$ cat config.mk
export PLATFORM = sky130hd
export DESIGN_NAME = mem_stage
export DESIGN_NICKNAME = d
export VERILOG_FILES = /design/src/rtl/cpu_types_pkg.sv /design/src/rtl/mem_req_fsm.sv /design/src/rtl/mem_stage.sv
export SDC_FILE = /design/constraint.sdc
export NUM_CORES = 1
export LEC_CHECK = 0
export ABC_AREA = 1
export ABC_CLOCK_PERIOD_IN_PS = 2000
export CAP_MARGIN = 10
export CORE_AREA = 5 5 146 148
export CTS_CLUSTER_SIZE = 25
export DETAILED_ROUTE_END_ITERATION = 7
export DIE_AREA = 0 0 151 153
export SLEW_MARGIN = 30
export SYNTH_ARGS = -nofsm -noshare
export SYNTH_HDL_FRONTEND = slang
export SYNTH_HIERARCHICAL = 1
export SYNTH_SLANG_ARGS = --single-unit
$ cat constraint.sdc
create_clock -name CLK -period 2 [get_ports CLK]
set_input_delay 0.4 -clock CLK [delete_from_list [all_inputs] [get_ports CLK]]
set_output_delay 0.4 -clock CLK [all_outputs]
set_load 0.01 [all_outputs]
$ cat src/rtl/cpu_types_pkg.sv
// Shared CPU types: data word, register index and the memory-stage FSM states.
package cpu_types_pkg;

  typedef logic [31:0] word_t;
  typedef logic [4:0]  regbits_t;

  typedef enum logic [1:0] {
    IDLE   = 2'd0,
    ACCESS = 2'd1,
    DONE   = 2'd2
  } memstate_t;

  // Word accesses must sit on a 4-byte boundary.
  function automatic logic word_misaligned(input word_t addr);
    return addr[1:0] != 2'b00;
  endfunction

endpackage

$ cat src/rtl/mem_req_fsm.sv
// Data-cache request sequencer for the memory stage. Owns the IDLE/ACCESS/DONE
// state, the captured load word and the stall / MEM-WB enable generation.
// Optional macro MEM_WATCHDOG_EN adds an ACCESS-cycle counter and a sticky
// mem_err output.
module mem_req_fsm
  import cpu_types_pkg::*;
#(
  parameter int WATCHDOG_LIMIT = 255
) (
  input  logic      CLK,
  input  logic      nRST,
  input  logic      mem_read,
  input  logic      mem_write,
  input  logic      mis,
  input  logic      flush,
  input  logic      dhit,
  input  word_t     dmemload,
  output memstate_t state,
  output word_t     load_q,
  output logic      dmemREN,
  output logic      dmemWEN,
  output logic      mem_stall,
  output logic      memwb_en,
  output logic      memwb_flush,
  output logic      mem_misalign
`ifdef MEM_WATCHDOG_EN
  ,
  output logic      mem_err
`endif
);

  memstate_t next_state;
  logic      memop;

  assign memop = mem_read | mem_write;

  // State register and load capture; the word is latched on the hit edge.
  always_ff @(posedge CLK or negedge nRST) begin
    if (!nRST) begin
      state  <= IDLE;
      load_q <= '0;
    end else begin
      state <= next_state;
      if (state == ACCESS && dhit) begin
        load_q <= dmemload;
      end
    end
  end

  // Next state and request/handshake outputs; all outputs are held low in reset.
  always_comb begin
    next_state   = state;
    dmemREN      = 1'b0;
    dmemWEN      = 1'b0;
    mem_stall    = 1'b0;
    memwb_en     = 1'b0;
    memwb_flush  = 1'b0;
    mem_misalign = 1'b0;
    if (nRST) begin
      case (state)
        IDLE: begin
          memwb_en    = 1'b1;
          memwb_flush = flush;
          if (memop && !flush) begin
            if (mis) begin
              mem_misalign = 1'b1;
            end else begin
              mem_stall  = 1'b1;
              memwb_en   = 1'b0;
              next_state = ACCESS;
            end
          end
        end
        ACCESS: begin
          dmemREN   = mem_read & ~mem_write;
          dmemWEN   = mem_write;
          mem_stall = 1'b1;
          if (dhit) begin
            next_state = DONE;
          end
        end
        DONE: begin
          memwb_en   = 1'b1;
          next_state = IDLE;
        end
        default: next_state = IDLE;
      endcase
    end
  end

`ifdef MEM_WATCHDOG_EN
  localparam int WD_W = (WATCHDOG_LIMIT > 255) ? $clog2(WATCHDOG_LIMIT + 1) : 8;
  localparam logic [WD_W-1:0] WD_LIM = WD_W'(WATCHDOG_LIMIT);

  logic [WD_W-1:0] wd_cnt;
  logic            err_q;
  logic            wd_hit;

  // The count holds the number of ACCESS cycles so far, including the current one.
  assign wd_hit  = (state == ACCESS) && (wd_cnt >= WD_LIM);
  assign mem_err = err_q | wd_hit;

  // Counter restarts at 1 on entry to ACCESS, saturates, and trips a sticky error.
  always_ff @(posedge CLK or negedge nRST) begin
    if (!nRST) begin
      wd_cnt <= '0;
      err_q  <= 1'b0;
    end else begin
      if (state == IDLE && next_state == ACCESS) begin
        wd_cnt <= WD_W'(1);
      end else if (state == ACCESS && wd_cnt != '1) begin
        wd_cnt <= wd_cnt + 1'b1;
      end
      if (wd_hit) begin
        err_q <= 1'b1;
      end
    end
  end
`endif

endmodule

$ cat src/rtl/mem_stage.sv
// Memory stage of the 5-stage pipeline: issues dcache requests for loads and
// stores, stalls upstream while they are outstanding, and feeds the MEM/WB latch.
// Optional macro MEM_WATCHDOG_EN exposes the mem_err watchdog output.
module mem_stage
  import cpu_types_pkg::*;
#(
  parameter int ALIGN_CHECK    = 1,
  parameter int WATCHDOG_LIMIT = 255
) (
  input  logic     CLK,
  input  logic     nRST,
  input  logic     MemRead_i,
  input  logic     MemWrite_i,
  input  word_t    OutputPort_i,
  input  word_t    storedata_i,
  input  word_t    imm_i,
  input  word_t    pc4_i,
  input  regbits_t wsel_i,
  input  logic     RegWr_i,
  input  logic     halt_i,
  input  logic [1:0] MemToReg_i,
  input  logic     flush_i,
  input  logic     dhit,
  input  word_t    dmemload,
  output logic     dmemREN,
  output logic     dmemWEN,
  output word_t    dmemaddr,
  output word_t    dmemstore,
  output word_t    imm_o,
  output word_t    pc4_o,
  output word_t    OutputPort_o,
  output word_t    dmemload_o,
  output regbits_t wsel_o,
  output logic     RegWr_o,
  output logic     halt_o,
  output logic [1:0] MemToReg_o,
  output logic     memwb_en,
  output logic     memwb_flush,
  output logic     mem_stall,
  output logic     mem_misalign
`ifdef MEM_WATCHDOG_EN
  ,
  output logic     mem_err
`endif
);

  memstate_t state;
  word_t     load_q;
  logic      mis;

  assign mis = (ALIGN_CHECK != 0) && word_misaligned(OutputPort_i);

  mem_req_fsm #(
    .WATCHDOG_LIMIT(WATCHDOG_LIMIT)
  ) u_req_fsm (
    .CLK         (CLK),
    .nRST        (nRST),
    .mem_read    (MemRead_i),
    .mem_write   (MemWrite_i),
    .mis         (mis),
    .flush       (flush_i),
    .dhit        (dhit),
    .dmemload    (dmemload),
    .state       (state),
    .load_q      (load_q),
    .dmemREN     (dmemREN),
    .dmemWEN     (dmemWEN),
    .mem_stall   (mem_stall),
    .memwb_en    (memwb_en),
    .memwb_flush (memwb_flush),
    .mem_misalign(mem_misalign)
`ifdef MEM_WATCHDOG_EN
    ,
    .mem_err     (mem_err)
`endif
  );

  // Pass-through fields; a suppressed misaligned access must not write back.
  always_comb begin
    dmemaddr     = OutputPort_i;
    dmemstore    = storedata_i;
    imm_o        = imm_i;
    pc4_o        = pc4_i;
    OutputPort_o = OutputPort_i;
    wsel_o       = wsel_i;
    halt_o       = halt_i;
    MemToReg_o   = MemToReg_i;
    RegWr_o      = RegWr_i & ~mem_misalign;
    dmemload_o   = (state == DONE) ? load_q : dmemload;
  end

endmodule

; ---- Yosys cells after proc, flatten, opt, wreduce, memory -nomap -nowiden
; Cells that the tools add are included.
[totals]
inputBits = 175
ff_bits = 34
wordCells = 40
[classes]
bitwise_logic = 5
n_reduce_logical = 6
eq_ne = 5
mux = 22
[op_table]
columns = operator, count
row1 = two-way mux 32 bit, 1
row2 = two-way mux 1 bit, 15
row3 = two-way mux 2 bit, 3
row4 = != test 2 bit (second input constant), 2
row5 = case mux 1 bit (2 select lines), 2
row6 = case mux 2 bit (2 select lines), 1
row7 = AND reduction 4 bit, 1
row8 = AND 1 bit, 2
row9 = equality test 2 x 1 -> 1 bit (second input constant), 1
row10 = equality test 2 bit (second input constant), 1
row11 = logical AND 1 bit, 2
row12 = logical NOT 2 bit, 1
row13 = != test 2 x 1 -> 1 bit (second input constant), 1
row14 = NOT 1 bit, 2
row15 = nonzero test 2 bit, 1
row16 = logical NOT 1 bit, 1
row17 = OR 1 bit, 1

; ---- Logic depth before layout (Yosys ltp)
[logic_depth]
ltp_word = 7
depth_mapped = 6

; ---- Modules after synthesis
; Netlist, hierarchy kept.
[modules_own_cells]
columns = module, seq_area_each_um2, instances, cells_each, area_per_inst_um2
row1 = mem_stage, 0.0, 1, 279, 1844.3
row2 = mem_req_fsm, 850.8, 1, 163, 1609.0

; ---- Worst setup path after synthesis
; No wires, ideal clock.
[synth_timing]
path_type = in2out
start = in OutputPort_i[1]
end = out mem_stall
required_time_ns = 1.600
path_stages = 4
setup_slack_ns = 0.502
arrival_ns = 1.098
n_path_buf = 0
cell_sequence = or2_2 > nor2_1 > nand3_1 > a21oi_1
[synth_via]
elab_chain_len = 5
[synth_lines]
columns = item, line_no
row1 = "start, declared", mem_stage.sv:14  ; input word_t OutputPort_i,
row2 = nonzero test 2 bit, cpu_types_pkg.sv:15  ; return addr[1:0] != 2'b00;
row3 = two-way mux 1 bit, mem_req_fsm.sv:65  ; if (mis) begin
row4 = two-way mux 1 bit, mem_req_fsm.sv:64  ; if (memop && !flush) begin
row5 = case mux 1 bit (2 select lines), mem_req_fsm.sv:60  ; case (state)
row6 = two-way mux 1 bit, mem_req_fsm.sv:59  ; if (nRST) begin
row7 = "end, declared", mem_stage.sv:39  ; output logic mem_stall,
; Every way passes these cells.

; ---- Final worst setup path
[layout_timing]
start = reg u_req_fsm.state[1]
end = out dmemWEN
[layout_via]
elab_chain_len = 3
[layout_lines]
columns = item, line_no
row1 = "start, declared", mem_req_fsm.sv:18  ; output memstate_t state,
row2 = "start signal, assigned", mem_req_fsm.sv:43  ; state <= next_state;
row3 = equality test 2 x 1 -> 1 bit, mem_req_fsm.sv:60
row4 = two-way mux 1 bit, mem_req_fsm.sv:60
row5 = two-way mux 1 bit, mem_req_fsm.sv:59
row6 = "end, declared", mem_stage.sv:26  ; output logic dmemWEN,
; Every way passes these cells.

==> metrics.yaml <==
route:
  wl_per_cell_um: 14.5
  route.detailed.drc: 0
  wirelength_um: 9460
  drtIter0Drc: 67
  dr.pass1.iters: 4
  vias: 2202
  vias_per_cell: 3.37
  ant_nets: 0
timing:
  fin_skew_ns: 0.00363
  drv_slew: 0
  slew_headroom: 0.650
  hold_viol: 0
  rsz0062_at_grt: "yes"
  setup_ws_ns: 0.0702
  min_period_ns: 1.93
  fin_crit_sh: 0.965
  finalSetupTns_ns: 0
  timing.fmax_mhz: 518
  setup_viol: 0
  tightestPinTransition_ns: 0.526
critical_path:
  cpLargestDelayFamily: "buffers and inverters"
  worst-r2r-setup-slack_ns: 0.41
  slowest_stage: "dfrtp_2"
  reg2reg_to: "u_req_fsm/load_q[17]"
  path_cells: "buf_4, inv_2, nand2_1, nor3_1, dlygate4sd1_1"
  cp.arrival_ns: 1.53
  worstPathRequired_ns: 1.60
  slowest_delay_ns: 0.48
  reg2reg_from: "u_req_fsm/state[1]"
  reg2reg_depth: 7
  cp_num_buf_inv: 3
  cp-end-kind: "output pin"
  critPathMaxFanout: 6
  worst_setup_path_start_kind: "flip-flop"
  path_class: "reg2out"
floorplanning:
  start_util: 0.173
  dieWidth_um: 151
  die_height_um: 153
  num_rows: 52
  ioPinCount: 382
  coreArea_um2: 19900
  fp.dieArea_um2: 23100
clock_network:
  clk_pin_slew_ns: 0.06
  cts_buffers: 5
  cts.sinks: 34
  cts_tree: "done"
  htree_levels: 2
  clock_latency_ns: 0.29
  cts-root-buf: "clkbuf_16"
  clk_path_buf_depth: 2
yosys:
  ys_seq_elements: 34
  synth.yosys.warnings: 6
  ys_seq_area_frac: 0.246
  syn_area_um2: 3450
  syn_nets: 617
  synth_cell_types: 22
  syn_area_per_cell_um2: 7.81
  synthCells: 442
place:
  gp_congestion: 0.656
  dp_hpwl_um: 7440
  pre_cts_slack_ns: -0.527
  port_buffers: 83
global_routing:
  grt_pass1_vias: 2229
  grt_max_degree: 40
  overflow: 0
  grt_pass1_wl_um: 13900
  antenna_found_initial: 0
  grt_usage: 0.0813
layout:
  final_util: 0.182
  drive_above_1_share: 0.323
  fillerInstances: 2313
  nNetsFinal: 558
  final_common_cell: "nand2_1"
  mostFrequentLayoutCells: "nand2_1 (79), clkdlybuf4s50_1 (41), inv_1 (39)"
  syn2layout_area_growth_pct: 5.00
  diodes: 0
job:
  maxCapViolCount: 0
power_and_ir_drop:
  ir_drop_mv: 0.270
  power.density_nw_per_um2: 808
  p_leak_nw: 1.79
hold_path:
  hp-class: "in2async"
outcome:
  status: "complete, no violations"
Yosys cell counts:
library cell    n  area (um^2)
inv_4           1         6.26
nand3_1        35          175
nand2_1        80          300
buf_6           6         67.6
nor2_1          4         15.0
nand2_8         1         20.0
buf_12          3         60.1
nand2_2        21          131
o21ai_2        31          272
buf_8           1         15.0
nand4_1         1         6.26
nand3_2         1         10.0
a21oi_1         1         5.00
o21ai_0         4         20.0
clkbuf_8        3         41.3
or2_2           1         6.26
clkbuf_4        1         7.51
dfrtp_1        34          851
inv_2           1         3.75
nor3_1          2         10.0
buf_4         171         1280
inv_1          39          146
flip-flops by register name, summed over array words and instances (netlist names):
register          count
u_req_fsm/load_q     32
u_req_fsm/state       2
worst reg2reg max path, cell delays in order (launching register included):
cell and delay [ns]:
dfrtp_2 0.47, buf_4 0.15, inv_2 0.05, buf_4 0.13, nand3_4 0.05, buf_4 0.43
nand2_1 0.16, o21ai_2 0.08
power breakdown:
part,total (mW),leakage (nW),internal (mW),switching [mW]
Combinational,0.917,1.28,0.471,0.447
Clock,0.903,0.0836,0.584,0.320
Sequential,1.11,0.427,0.956,0.153
Total,2.93,1.79,2.01,0.919
final cells by class:
cell class | count | area, um^2 | share of cell area
Tap cell | 270 | 338 | 0.0932
Inverter | 41 | 156 | 0.0431
Multi-Input combinational cell | 182 | 1010 | 0.280
Sequential cell | 34 | 852 | 0.235
Timing Repair Buffer | 119 | 1100 | 0.303
Clock buffer | 5 | 125 | 0.0345
Clock inverter | 3 | 40.0 | 0.0110
routing by layer:
layer	GRT usage	up-vias	routed length [um]
met5	0	-	0
li1	-	1067	-
met2	0.108	148	3810
met1	0.0894	914	3440
met4	0.0661	0	824
met3	0.0530	73	1380
through the flow:
| stage | hold slack [ns] | instances | cell area, um^2 | total power, mW |
|---|---|---|---|---|
| 6_report | 0.197 | 654 | 3630 | 2.93 |
| 5_1_grt | 0.215 | 654 | 3630 | 3.17 |
| 4_1_cts | 0.207 | 646 | 3590 | 2.99 |
| 3_5_place_dp | 0.245 | 630 | 3350 | 2.05 |
| 3_3_place_gp | 0.250 | 630 | 3350 | 2.03 |
| 2_1_floorplan | 0.104 | 442 | 3450 | 2.02 |
cells by family after synthesis:
family,after synthesis,synth area share
buf+inv,226,0.472
simple gates,146,0.195
compound gates,36,0.0859
flops,34,0.246
worst max path at each step:
stage,startpoint,end,cells after the start
floorplan,OutputPort_i[1],mem_stall,4
global placement,OutputPort_i[1],mem_stall,6
detailed placement,OutputPort_i[1],mem_stall,6
CTS,u_req_fsm/state[1],dmemload_o[13],4
global route,u_req_fsm/state[1],dmemWEN,5
finish,u_req_fsm/state[1],dmemWEN,5
what timing repair did:
item,CTS,global route
setup buffers,7,8
pin swaps,4,6
gates resized for setup,68,44
setup endpoints to repair,39,17
hold endpoints to repair,1,0
hold buffers,1,0
(Power assumes the default switching activity.)
==> variant 1 (same settings) <==
Build with the macro `MEM_WATCHDOG_EN` defined.
--- a/src/rtl/mem_req_fsm.sv
+++ b/src/rtl/mem_req_fsm.sv
@@ -2,6 +2,8 @@
 // state, the captured load word and the stall / MEM-WB enable generation.
 // Optional macro MEM_WATCHDOG_EN adds an ACCESS-cycle counter and a sticky
 // mem_err output.
+`define MEM_WATCHDOG_EN
+
 module mem_req_fsm
   import cpu_types_pkg::*;
 #(
Function (old outputs only; new: mem_err): kept (Yosys induction, for registers that start in step).
==> variant 1 against the original RTL <==
  * Cell area up 13%
  * Largest cell class is now multi-input combinational cells
  * Sequential cell count up 9
  * Utilization up 2.3 points
  * Critical endpoint is now memwb_en
  * Area after synthesis up 13%
  * Routed wire length up 5.4%
  * Power up 11%
  * Worst setup slack better by 0.0019 ns
  * Non-clock buffer count down 5
==> variant 1: results (changes against the original RTL) <==
[outcome]
status=finished clean  ; unchanged

[timing]
whs_ns=0.205  ; was 0.197 ns
slew-limit-headroom_pct=73.2  ; was 65.0%
finClkSkew_ns=0.00675  ; was 0.00363 ns
post-route-period-util_pct=96.4  ; was 96.5%

[placed_design]
gp_congestion=0.790  ; was 0.656
place_hpwl_mm=6.86  ; was 7.44 mm
place_area_mm2=0.00387  ; was 0.00335 mm2
dpl.cell_count=650  ; was 630
post-place-ws_ns=-0.557  ; was -0.527 ns
portBuffers=84  ; was 83

[setup_path]
setup.worst_path.end=memwb_en  ; was dmemWEN
slowest_delay_ns=0.53  ; was 0.48 ns
cp-startpoint=MemRead_i  ; was u_req_fsm/state[1]$_DFFE_PN0P_
cp_top_family=buffers and inverters  ; unchanged
cp_max_fo=2  ; was 6
r2r-end=u_req_fsm/load_q[10]$_DFFE_PN0P_  ; was u_req_fsm/load_q[17]$_DFFE_PN0P_
reg2regPathDepth=6  ; was 7
r2r_setup_slack_ns=0.23  ; was 0.41 ns
r2r-start=u_req_fsm/state[0]$_DFF_PN0_  ; was u_req_fsm/state[1]$_DFFE_PN0P_
crit_slowest_cell=clkdlybuf4s50_1  ; was dfrtp_2

[global_route]
grt_pass1_vias=2599  ; was 2229
grt_pass1_wl_mm=14.7  ; was 13.9 mm
grt_max_degree=34  ; was 40
grt_use_total_pct=8.37  ; was 8.13%

[logic_synthesis]
ys_seq_area_share_pct=27.5  ; was 24.6%
ys_types=28  ; was 22
synth_nets=629  ; was 617
synth_commonest_cells=buf_4, nand2_1, nand3_1  ; was buf_4, nand2_1, inv_1
synthTopCellsByArea=buf_4, dfrtp_1, mux2_4  ; was buf_4, dfrtp_1, nand2_1
syn_inst=453  ; was 442

[cells_and_area]
num_antenna_cells=0  ; unchanged
layout_top_registers=u_req_fsm/load_q: 32 flops, u_req_fsm/wd_cnt: 8 flops, u_req_fsm/state: 2 flops  ; was u_req_fsm/load_q: 32 flops, u_req_fsm/state: 2 flops
final_util_pct=20.5  ; was 18.2%
nets=570  ; was 558
fill_cells=2256  ; was 2313
drive_gt1_share_pct=28.6  ; was 32.3%

[power_and_ir_drop]
ir_worst_vdd_v=0.000254  ; was 0.000270 V
leakagePower_nw=2.00  ; was 1.79 nW

[routing]
first_iter_violations=45  ; was 67
wl_met1_mm=3.86  ; was 3.44 mm
wl_per_cell_um=15.0  ; was 14.5 um
met2_length_mm=4.26  ; was 3.81 mm
route.met3.wl_um=897  ; was 1.38 mm
firstDrtPassIters=4  ; unchanged
drt_wl_total_mm=9.97  ; was 9.46 mm
drt-vias-per-instance=3.72  ; was 3.37

[clock_tree]
clock_path_buffers=2  ; unchanged
clk_pin_slew_ns=0.07
clockRootBuffer=clkbuf_16  ; unchanged

## variant 1: changes by cell type in the layout (fill, tap and decap cells not counted), moves of 12 or more
| cell | before | now |
|---|---|---|
| clkdlybuf4s15_1 | 16 | 1 |
| dlygate4sd2_1 | 6 | 27 |
| inv_1 | 39 | 15 |
| mux2_4 | 0 | 29 |
| nand3_1 | 33 | 45 |
| nor2_1 | 2 | 14 |
| o21ai_2 | 31 | 0 |
## variant 1: repair_timing
item                                    in CTS  in global routing
gates cloned                                 3                  0
pin swaps                                    4                  1
endpoints found under the setup margin      40                 14
setup buffers                                4                  0
hold endpoints to repair                     0                  0
resized for setup                           70                 25
## variant 1: area by class of cell
class                           count  share of cell area (%)
Timing Repair Buffer              114                    25.8
Clock buffer                        7                    3.24
Multi-Input combinational cell    211                    34.2
Tap cell                          270                    8.26
Inverter                           19                    1.93
Clock inverter                      1                   0.122
Sequential cell                    43                    26.4
## variant 1: per-layer routing
metal | track usage (%) | vias up
li1 | - | 1152
met2 | 12.5 | 107
met4 | 7.82 | 0
met5 | 0 | -
met1 | 9.05 | 1132
met3 | 3.08 | 83
## variant 1: worst reg2reg max path, cell delays in order, from the launching register on
cell,delay [ns]
dfrtp_2,0.46
buf_4,0.16
inv_2,0.12
nor2_8,0.04
buf_4,0.17
nand2_8,0.31
mux2_2,0.41
## variant 1: report_power, final
part / internal [mW] / switching, mW
combinational: 0.635 / 0.522
sequential: 1.11 / 0.156
clock: 0.463 / 0.354
## variant 1: kinds of logic after synthesis
group / after synthesis / synth area share (%)
buffers and inverters: 201 / 38.8
AND/OR/NAND/NOR: 167 / 20.0
flip-flops: 43 / 27.5
multiplexers: 32 / 12.0
AO/OA/AOI/OAI: 8 / 1.18
XOR/XNOR: 1 / 0.224
adder cells (fa/ha/maj): 1 / 0.320
==> variant 2 (same flow settings) <==
Made on the original files. The 3 states of `memstate_t` get a one-hot encoding in 3 bits.
--- a/src/rtl/cpu_types_pkg.sv
+++ b/src/rtl/cpu_types_pkg.sv
@@ -4,10 +4,10 @@
   typedef logic [31:0] word_t;
   typedef logic [4:0]  regbits_t;
 
-  typedef enum logic [1:0] {
-    IDLE   = 2'd0,
-    ACCESS = 2'd1,
-    DONE   = 2'd2
+  typedef enum logic [2:0] {
+    IDLE   = 3'b001,
+    ACCESS = 3'b010,
+    DONE   = 3'b100
   } memstate_t;
 
   // Word accesses must sit on a 4-byte boundary.
Function: same outputs for any inputs over 10 cycles, from zero or initial values and one cycle with nRST low; not proved beyond that.
==> variant 2 against the original RTL <==
  * The run now ends with negative setup slack left
  * Area after synthesis fell by 3.9%
  * Critical path type unchanged
  * Sequential share of layout area is 1.1 points higher
  * Clock skew is 0.0033 ns higher
  * Critical endpoint is now mem_stall
  * Worst hold slack better by 0.10 ns
  * Sequential cell count increased by 1
  * Cell area decreased by 1.7%
  * Routed wire length is 19% higher
  * Worst setup slack worse by 0.093 ns
  * Utilization is 0.31 points lower
Power is not compared: it rests on default switching activity, and its combinational part moved more than twofold at a synthesized area within 25%.
==> variant 2: results (changes against the original RTL) <==
[outcome]
status=complete, but fails checks  ; was finished clean
violations=negative setup slack

[timing]
worst_pin_slew_ns=0.504  ; was 0.526 ns
whs_ns=0.297  ; was 0.197 ns
finClkSkew_ns=0.00696  ; was 0.00363 ns
final.setup.worst_slack_ns=-0.0227  ; was 0.0702 ns
finalSetupViolCount=3  ; was 0
slew_viol_final=0  ; unchanged

[cells_and_area]
drive_gt1_share_pct=27.2  ; was 32.3%
fill_cells=2298  ; was 2313
nets=578  ; was 558
layout_top_registers=u_req_fsm/load_q: 32 flops, u_req_fsm/state: 3 flops  ; was u_req_fsm/load_q: 32 flops, u_req_fsm/state: 2 flops

[setup_path]
worstPathArrival_ns=1.62  ; was 1.53 ns
cp_max_fo=3  ; was 6
r2r_setup_slack_ns=0.28  ; was 0.41 ns

[placed_design]
gp_congestion=0.734  ; was 0.656
place_hpwl_mm=7.27  ; was 7.44 mm

[logic_synthesis]
yosys_warnings=6  ; unchanged
synth_nets=638  ; was 617
synth_commonest_cells=buf_4, nand2_1, nand3_1  ; was buf_4, nand2_1, inv_1
ys_types=20  ; was 22
ys_seq_area_share_pct=26.4  ; was 24.6%

[global_route]
grt_max_degree=37  ; was 40
grt_pass1_vias=2603  ; was 2229
grt_pass1_wl_mm=15.3  ; was 13.9 mm

[routing]
drt_wl_total_mm=11.2  ; was 9.46 mm
first_iter_violations=118  ; was 67
drt-vias-per-instance=3.72  ; was 3.37

-- variant 2: worst max-delay path by stage --
stage,startpoint,to,slack (ns),cells past startpoint
floorplan,u_req_fsm/state[0]$_DFFE_PN1P_,RegWr_o,0.48,5
global placement,OutputPort_i[1],mem_stall,-0.46,8
detailed placement,OutputPort_i[1],mem_stall,-0.49,8
CTS,u_req_fsm/state[0]$_DFFE_PN1P_,dmemload_o[12],-0.14,9
global route,u_req_fsm/state[0]$_DFFE_PN1P_,mem_stall,-0.11,8
finish,u_req_fsm/state[0]$_DFFE_PN1P_,mem_stall,-0.02,8
-- variant 2: kinds of logic after synthesis --
logic type	share of synthesized area [%]
and+or+nand+nor	29.2
DFF	26.4
buffers and inverters	44.2
AOI/OAI and AO/OA	0.151
-- variant 2: metrics by stage --
| stage | area, um2 | utilization, % | power [mW] | cells |
|---|---|---|---|---|
| final | 3560 | 17.9 | 4.13 | 674 |
| after global routing | 3560 | 17.9 | 4.51 | 674 |
| after CTS | 3470 | 17.4 | 3.89 | 667 |
| after detailed placement | 3260 | 16.4 | 3.01 | 648 |
| after global placement | 3260 | 16.4 | 2.97 | 648 |
| after floorplan | 3320 | - | 2.52 | 463 |
-- variant 2: worst max-delay path, cell delays in order, from the launching register on --
cell and delay, ns:
dfstp_2 0.59, buf_6 0.13, inv_4 0.03, nand3_4 0.06, nor2_1 0.04, nor2_1 0.15, nand3_1 0.12, nand2_1 0.08
buf_2 0.13
-- variant 2: cell type report --
type	count	area [um2]	share of cell area [%]
repair buffers	121	1100	30.9
multi-input cells	226	1050	29.5
clock buffers	7	133	3.72
inverters	14	57.6	1.62
clock inverters	1	5.00	0.140
well taps	270	338	9.48
flip-flops and latches	35	878	24.6
-- variant 2: metal layers --
| metal | wire (um) | part of all wire [%] | global-route usage [%] | up-vias |
|---|---|---|---|---|
| li1 | - | - | - | 1155 |
| met1 | 4020 | 36 | 8.96 | 1118 |
| met2 | 4900 | 44 | 13.2 | 148 |
| met3 | 1230 | 11 | 3.73 | 89 |
| met4 | 1060 | 9.5 | 9.15 | 0 |
| met5 | 0 | 0 | 0 | - |
-- variant 2: timing repair --
item / 4_1_cts / 5_1_grt
setup buffers: 13 / 7
setup endpoints to repair: 39 / 38
gates resized for setup: 142 / 40
pin swaps: 3 / 9
cloned: 1 / 3
hold endpoints to repair: 0 / 0
-- variant 2: power by group through the flow --
stage	combinational, mW	sequential (mW)	clock (mW)
3_3_place_gp	1.76	1.21	0
2_1_floorplan	1.33	1.19	0
6_report	2.13	1.22	0.779
5_1_grt	2.38	1.26	0.868
4_1_cts	1.83	1.21	0.839
3_5_place_dp	1.78	1.23	0
